**config.mk**
```make
export PLATFORM = sky130hd
export DESIGN_NAME = mul_dispatch_unit
export DESIGN_NICKNAME = d
export VERILOG_FILES = /design/src/rtl/mul_pkg.sv /design/src/rtl/mul_dispatch_unit.sv
export SDC_FILE = /design/constraint.sdc
export NUM_CORES = 1
export LEC_CHECK = 0
export CAP_MARGIN = 10
export CORE_UTILIZATION = 45
export CTS_CLUSTER_DIAMETER = 40
export DETAILED_ROUTE_END_ITERATION = 16
export PLACE_DENSITY = 0.84
export SLEW_MARGIN = 20
export SYNTH_ARGS = -nofsm -noshare
export SYNTH_HDL_FRONTEND = slang
export SYNTH_SLANG_ARGS = --single-unit
export TNS_END_PERCENT = 50
```
**constraint.sdc**
```tcl
create_clock -name clk -period 2.8 [get_ports clk]
set_input_delay 0.28 -clock clk [delete_from_list [all_inputs] [get_ports clk]]
set_output_delay 0.28 -clock clk [all_outputs]
set_load 0.005 [all_outputs]
```
**src/rtl/mul_pkg.sv**
```systemverilog
// Shared definitions for the multiply dispatch path.
// Holds the controller state encoding and default datapath sizes.
package mul_pkg;

   typedef enum logic [1:0] {
      S_IDLE  = 2'd0,
      S_START = 2'd1,
      S_WAIT  = 2'd2,
      S_WB    = 2'd3
   } mul_state_t;

   localparam int DEF_WIDTH   = 8;
   localparam int DEF_DEST_W  = 3;
   localparam int DEF_TIMEOUT = 32;

endpackage

```
**src/rtl/mul_dispatch_unit.sv**
```systemverilog
// Issue/writeback controller for the sequential unsigned multiplier.
// Short-circuits trivial operands; otherwise starts the multiplier and waits for a fresh done edge.
module mul_dispatch_unit
   import mul_pkg::*;
#(
   parameter int WIDTH   = DEF_WIDTH,
   parameter int DEST_W  = DEF_DEST_W,
   parameter int TIMEOUT = DEF_TIMEOUT
) (
   input  logic              clk,
   input  logic              rst,
   input  logic              req_valid,
   output logic              req_ready,
   input  logic [WIDTH-1:0]  req_a,
   input  logic [WIDTH-1:0]  req_b,
   input  logic [DEST_W-1:0] req_dest,
   output logic              busy,
   output logic              mul_start,
   output logic [WIDTH-1:0]  mul_a,
   output logic [WIDTH-1:0]  mul_b,
   input  logic [WIDTH-1:0]  mul_result,
   input  logic              mul_done,
   output logic              wb_valid,
   output logic [WIDTH-1:0]  wb_data,
   output logic [DEST_W-1:0] wb_dest,
   output logic              wb_err
);

   localparam int TW = (TIMEOUT > 2) ? $clog2(TIMEOUT) : 1;
   localparam logic [TW-1:0] TIMER_LAST = TW'(TIMEOUT - 1);

   mul_state_t        r_state;
   logic [WIDTH-1:0]  r_a;
   logic [WIDTH-1:0]  r_b;
   logic [DEST_W-1:0] r_dest;
   logic [TW-1:0]     r_timer;
   logic              r_done_q;
   logic              r_mul_start;
   logic              r_wb_valid;
   logic [WIDTH-1:0]  r_wb_data;
   logic [DEST_W-1:0] r_wb_dest;
   logic              r_wb_err;

   logic              w_done_edge;
   logic              w_bypass;
   logic [WIDTH-1:0]  w_bypass_res;

   // Only a rising edge counts, so a level done left over from the previous op is never taken.
   assign w_done_edge = mul_done & ~r_done_q;

   always_comb begin
      w_bypass     = 1'b1;
      w_bypass_res = '0;
      if (req_a == '0 || req_b == '0) begin
         w_bypass_res = '0;
      end else if (req_a == WIDTH'(1)) begin
         w_bypass_res = req_b;
      end else if (req_b == WIDTH'(1)) begin
         w_bypass_res = req_a;
      end else begin
         w_bypass = 1'b0;
      end
   end

   always_ff @(posedge clk) begin
      if (rst) begin
         r_state     <= S_IDLE;
         r_a         <= '0;
         r_b         <= '0;
         r_dest      <= '0;
         r_timer     <= '0;
         r_done_q    <= 1'b0;
         r_mul_start <= 1'b0;
         r_wb_valid  <= 1'b0;
         r_wb_data   <= '0;
         r_wb_dest   <= '0;
         r_wb_err    <= 1'b0;
      end else begin
         r_done_q    <= mul_done;
         r_mul_start <= 1'b0;
         r_wb_valid  <= 1'b0;
         case (r_state)
            S_IDLE: begin
               if (req_valid) begin
                  r_a    <= req_a;
                  r_b    <= req_b;
                  r_dest <= req_dest;
                  if (w_bypass) begin
                     r_wb_data  <= w_bypass_res;
                     r_wb_dest  <= req_dest;
                     r_wb_err   <= 1'b0;
                     r_wb_valid <= 1'b1;
                     r_state    <= S_WB;
                  end else begin
                     r_mul_start <= 1'b1;
                     r_state     <= S_START;
                  end
               end
            end
            S_START: begin
               r_timer <= '0;
               r_state <= S_WAIT;
            end
            S_WAIT: begin
               // Completion is checked before expiry so a same-cycle done still succeeds.
               if (w_done_edge) begin
                  r_wb_data  <= mul_result;
                  r_wb_dest  <= r_dest;
                  r_wb_err   <= 1'b0;
                  r_wb_valid <= 1'b1;
                  r_state    <= S_WB;
               end else if (r_timer == TIMER_LAST) begin
                  r_wb_data  <= '0;
                  r_wb_dest  <= r_dest;
                  r_wb_err   <= 1'b1;
                  r_wb_valid <= 1'b1;
                  r_state    <= S_WB;
               end else begin
                  r_timer <= r_timer + TW'(1);
               end
            end
            S_WB: begin
               r_state <= S_IDLE;
            end
            default: begin
               r_state <= S_IDLE;
            end
         endcase
      end
   end

   assign req_ready = (r_state == S_IDLE);
   assign busy      = (r_state != S_IDLE);
   assign mul_start = r_mul_start;
   assign mul_a     = r_a;
   assign mul_b     = r_b;
   assign wb_valid  = r_wb_valid;
   assign wb_data   = r_wb_data;
   assign wb_dest   = r_wb_dest;
   assign wb_err    = r_wb_err;

endmodule

```
; ---- Word-level counts from Yosys, hierarchy flattened
; Index checks and enable logic that the tools add are counted.
[totals]
regBits = 41
output_inout_bits = 32
elab_cells = 74
[classes]
addsub = 1
n_eq_ne = 11
mux = 35
bitwise_logic = 4
n_reduce_logical = 12
[ops]
columns = cell, n
row1 = 2-to-1 mux 8 bit, 7
row2 = "equality test 8 x 1 -> 1 bit, second input constant", 2
row3 = zero test 8 bit, 2
row4 = one-hot mux 8 bit (2 select lines), 1
row5 = 2-to-1 mux 1 bit, 12
row6 = 2-to-1 mux 3 bit, 4
row7 = 2-to-1 mux 5 bit, 2
row8 = one-hot mux 5 bit (2 select lines), 1
row9 = 2-to-1 mux 2 bit, 4
row10 = one-hot mux 2 bit (4 select lines), 1
row11 = "inequality test 2 bit, second input constant", 3
row12 = one-hot mux 3 bit (2 select lines), 1
row13 = nonzero test 2 bit, 3
row14 = "adder 5 x 1 -> 5 bit, second input constant", 1
row15 = "equality test 5 bit, second input constant", 1
row16 = "equality test 2 bit, second input constant", 2
row17 = one-hot mux 1 bit (2 select lines), 2
row18 = AND reduction 2 bit, 2
row19 = AND reduction 4 bit, 1
row20 = "inequality test 3 bit, second input constant", 1
row21 = NOT 1 bit, 3
row22 = AND reduction 3 bit, 1
row23 = OR reduction 3 bit, 1
row24 = "equality test 2 x 1 -> 1 bit, second input constant", 1
row25 = 4 further kinds, 4

; ---- Logic depth before layout (Yosys ltp)
[logic_depth]
word_depth = 7
mapped_depth = 9

; ---- Worst setup path before layout
; No wires, ideal clock.
[synth_path]
path_kind = register -> register
start = register r_timer[0]
end = register r_wb_data[6] (netlist: wb_data[6])
setup_ps = 80
arrival_ps = 1863
slack_ps = 858
stages_incl_launch_ff = 9
n_path_buf = 1
period_less_slack_ps = 1942
path_cell_list = dfxtp_1 -> ha_1 -> and3_1 -> ha_1 -> nor3_4 -> nor3_1 -> or2_1 -> buf_6 -> a211oi_2
[synth_via]
elab_chain_cells = 3
[synth_lines]
columns = item, line
row1 = from (decl), mul_dispatch_unit.sv:36  ; logic [TW-1:0] r_timer;
row2 = from (signal assigned), mul_dispatch_unit.sv:119  ; r_timer <= r_timer + TW'(1);
row3 = equality test 5 bit, mul_dispatch_unit.sv:112  ; end else if (r_timer == TIMER_LAST) begin
row4 = inequality test 3 bit (no line), --
row5 = AND reduction 4 bit (no line), --
row6 = to (signal assigned), mul_dispatch_unit.sv:89  ; r_wb_data <= w_bypass_res;
row7 = to (signal assigned), mul_dispatch_unit.sv:107  ; r_wb_data <= mul_result;
row8 = to (decl), mul_dispatch_unit.sv:40  ; logic [WIDTH-1:0] r_wb_data;
; No other way between the ends.
; A chain may end at the register's enable or synchronous reset.

; ---- Worst setup path after layout
[layout_path]
start = register r_timer[0]
end = register r_wb_data[0] (netlist: wb_data[0])
; Same word-level chain as after synthesis.

==> metrics.md <==
| Metric | Value |
|---|---|
| Status | finished, final reports clean |
| Syn_area_per_cell | 8.73 µm² |
| Max Clk Rate | 417 MHz |
| Crit-path cells | ha_1 -> and3_1 -> ha_1 -> nor3_4 -> nor3_1 -> buf_4 -> or2_1 -> a311oi_1 |
| Clock network power share | ~20% |
| Ant diodes | 0 |
| Cell repeated most along the worst path | ha_1 |
| Area of the multi-input gates | 981 µm² |
| Final Hold Viols | 0 |
| CP Launch Type | register |
| Detailed Route WL | about 4600 µm |
| Top-count cell post-synth | nand2_1 |
| Unrepaired setup endpoints after global routing | false |
| Crit path max-delay cell type | or2_1 |
| Final Wtd Congestion | approximately 0.79 |
| Slew headroom | 52.2% |
| Req. time, crit path | roughly 3000 ps |
| Vias/cell | between 5 and 6 |
| Initial core utilization | ~47% |
| Cell row count | 23 |
| Post-detailed-route wirelength per cell | around 14 µm |
| Sw Ratio | 34.2% |
| Die area | 4490 µm² |
| First drt pass iteration count | 4 |
| Pwr per Cell Area | about 740 nW/µm² |
| Root buffer cell | clkbuf_8 |
| HPWL Detailed | between 3000 and 4000 µm |
| Total GRT Usage | a little over a fifth |
| Core ar. | between 4000 and 5000 µm² |
| Logic pwr share | 41.3% |
| Seq/Total Area, Yosys | 43.1% |
| Share of layout cells above drive strength 1 | around a tenth |
| Post-Synthesis Cells | 218 |
| Die Ht | about 67 µm |
| Top_reg_cell synth | dfxtp_1 |
| Synth-to-layout area growth | 37.8% |
| First-pass GRT wire length | around 7300 µm |
| Net switching power figure | between 0.6 and 0.7 mW |
| Hold-fix buffers at CTS | 0 |
| Clock transition at path regs | ~70 ps |
| TNS Setup | 0 ps |
| Synth area leaders | dfxtp_1, nand2_1, a21oi_1 |
| Hold Path Cell Cnt | 2 |
| CTS tree | built |
| Post-synth EDFFs | 0 |
| Vias | approximately 1700 |
| Setup Skew | roughly 7.7 ps |
| Worst-Skew Late Latency | roughly 300 ps |
| Internal | between 1 and 1.5 mW |
| Final setup viols | 0 |
| Final nets | 311 |
| Reg power frac | about 39% |
| Post-CTS Setup Bufs | 0 |
| Clock Tree Buf Depth | 2 |
| Hold Crit Class | register to register |
| Synthesized area | about 1900 µm² |
| Register Area | around 820 µm² |
| DRC Markers | 0 |
| Post-route ant nets | 0 |
| Num CTS Buffers | 5 |
| FFs w/ async S/R, synth | 0% |
| Post-CTS Resized | 0 |
| CP max FO | 13 |
| Max Slew Vio Count | 0 |
| Boundary Pins | 63 |
| Buffers on Ports | 62 |
| H-tree Lvls | 2 |
| Die width | between 60 and 70 µm |
| Drt initial violations | 116 |
| Placed Area | approximately 2500 µm² |
| Crit share post-route | 85.7% |
| Grt ovf | 0 |
| Yosys warns | 0 |
| Max-cap viol count | 0 |
| Setup CP Type | register to register |
| Clk sinks | 41 |
| Seq cells post-synth | 41 |
| Largest net degree at the start of global routing | 42 |
| Initial antenna violation count | 0 |
| Crit end category | register |
| Power Total | about 1.9 mW |
| Synth top cells by count | nand2_1, dfxtp_1, a21oi_1 |
| Critical Path AT | 2600 ps |
| Largest area contributor in the netlist | dfxtp_1 |
| Fin crit period | about 2400 ps |
| Worst VDD drop | between 0.3 and 0.4 mV |
| Worst-margin pin slew | 717 ps |
| Vias in the first global route | 1567 |
| Synth cell types | 38 |
| Post-synth top area share | a little over two fifths |
| P_leak | between 0.9 and 1 nW |
| Final instance area | ~2600 µm² |
| Mapped Nets | around 250 |
| Reg2reg path depth | 8 |
| CP max stage delay | between 400 and 500 ps |
| Fillers | between 300 and 400 |
==> layout by cell type, fill, tap and decap left out, drive strengths merged, types with 2 or more instances in the layout <==
master          n
inv             4
and2            4
clkdlybuf4s50  62
or2             2
nor4            2
clkbuf          6
a22o            7
nand3           4
buf             4
mux2i           3
nand2          48
ha              5
a211oi         14
a21oi          29
nor3           16
nor2            3
dfxtp          41
o21ai           2
a22oi           7
==> kinds of logic (layout without fill, tap and decap cells) <==
kind of cell               Yosys count  in the layout  share of synthesized area, %
AOI/OAI and AO/OA                   63             63                          24.4
adders and majority gates            5              5                          3.29
buffers and inverters               20             77                          5.33
DFF                                 41             41                          43.1
muxes                                3              3                          1.58
and+or+nand+nor                     86             86                          22.3
==> registers in the layout (all words and copies together) (netlist names) <==
register and count:
wb_valid 1, wb_dest 3, mul_start 1, r_dest 3
r_done_q 1, wb_err 1, wb_data 8, mul_b 8
r_state 2, r_timer 5, mul_a 8
==> critical path, delay by kind of cell (launching register included) <==
kind / cells / cell delay, ps
AOI/OAI and AO/OA: 1 / 290
adders and majority gates: 2 / 440
buffers and inverters: 1 / 190
DFF: 1 / 350
and+or+nand+nor: 4 / 1050
==> cell type report <==
type | count | area share (%)
clock inverter | 1 | 0.286
timing repair buffer | 66 | 24.8
sequential | 41 | 31.3
tap | 50 | 2.39
clock buffer | 6 | 3.15
multi-input combinational | 157 | 37.4
inverter | 4 | 0.668
==> power by group through the flow <==
| stage | clock network, mW | registers (mW) | logic [mW] |
|---|---|---|---|
| after detailed placement | 0 | 0.764 | 0.802 |
| after global routing | 0.426 | 0.764 | 0.885 |
| after CTS | 0.396 | 0.752 | 0.808 |
| after global placement | 0 | 0.762 | 0.784 |
| final | 0.391 | 0.751 | 0.804 |
| after floorplan | 0 | 0.763 | 0.476 |
==> layer usage <==
metal  wire (µm)  part of all wire, %  vias to the layer above  GRT usage [%]
met4          80                  1.7                        0           7.98
met1        2140                   47                      777           30.2
li1            -                    -                      887              -
met3         286                  6.2                       10           4.28
met5           0                    0                        -              0
met2        2090                   45                       60           33.0
==> worst paths after layout <==
| kind | from | endpoint | slack [ps] |
|---|---|---|---|
| setup reg to reg | r_timer[0]$_SDFFE_PP0P_ | wb_data[0]$_SDFFE_PP0P_ | 400 |
| hold / removal | mul_a[1]$_SDFFE_PP0P_ | mul_a[1]$_SDFFE_PP0P_ | 460 |
| hold reg to reg | mul_a[1]$_SDFFE_PP0P_ | mul_a[1]$_SDFFE_PP0P_ | 460 |
| setup / recovery | r_timer[0]$_SDFFE_PP0P_ | wb_data[0]$_SDFFE_PP0P_ | 400 |
==> per-stage QoR <==
| step | hold slack [ps] | util, % | std cells | setup slack, ps |
|---|---|---|---|---|
| after floorplan | 352 | - | 218 | 858 |
| after CTS | 458 | 65.1 | 325 | 425 |
| after global routing | 480 | 65.1 | 325 | 282 |
| after global placement | 442 | 62.9 | 318 | 508 |
| after detailed placement | 447 | 62.9 | 318 | 444 |
| final | 456 | 65.1 | 325 | 401 |
(Power assumes the default switching activity.)
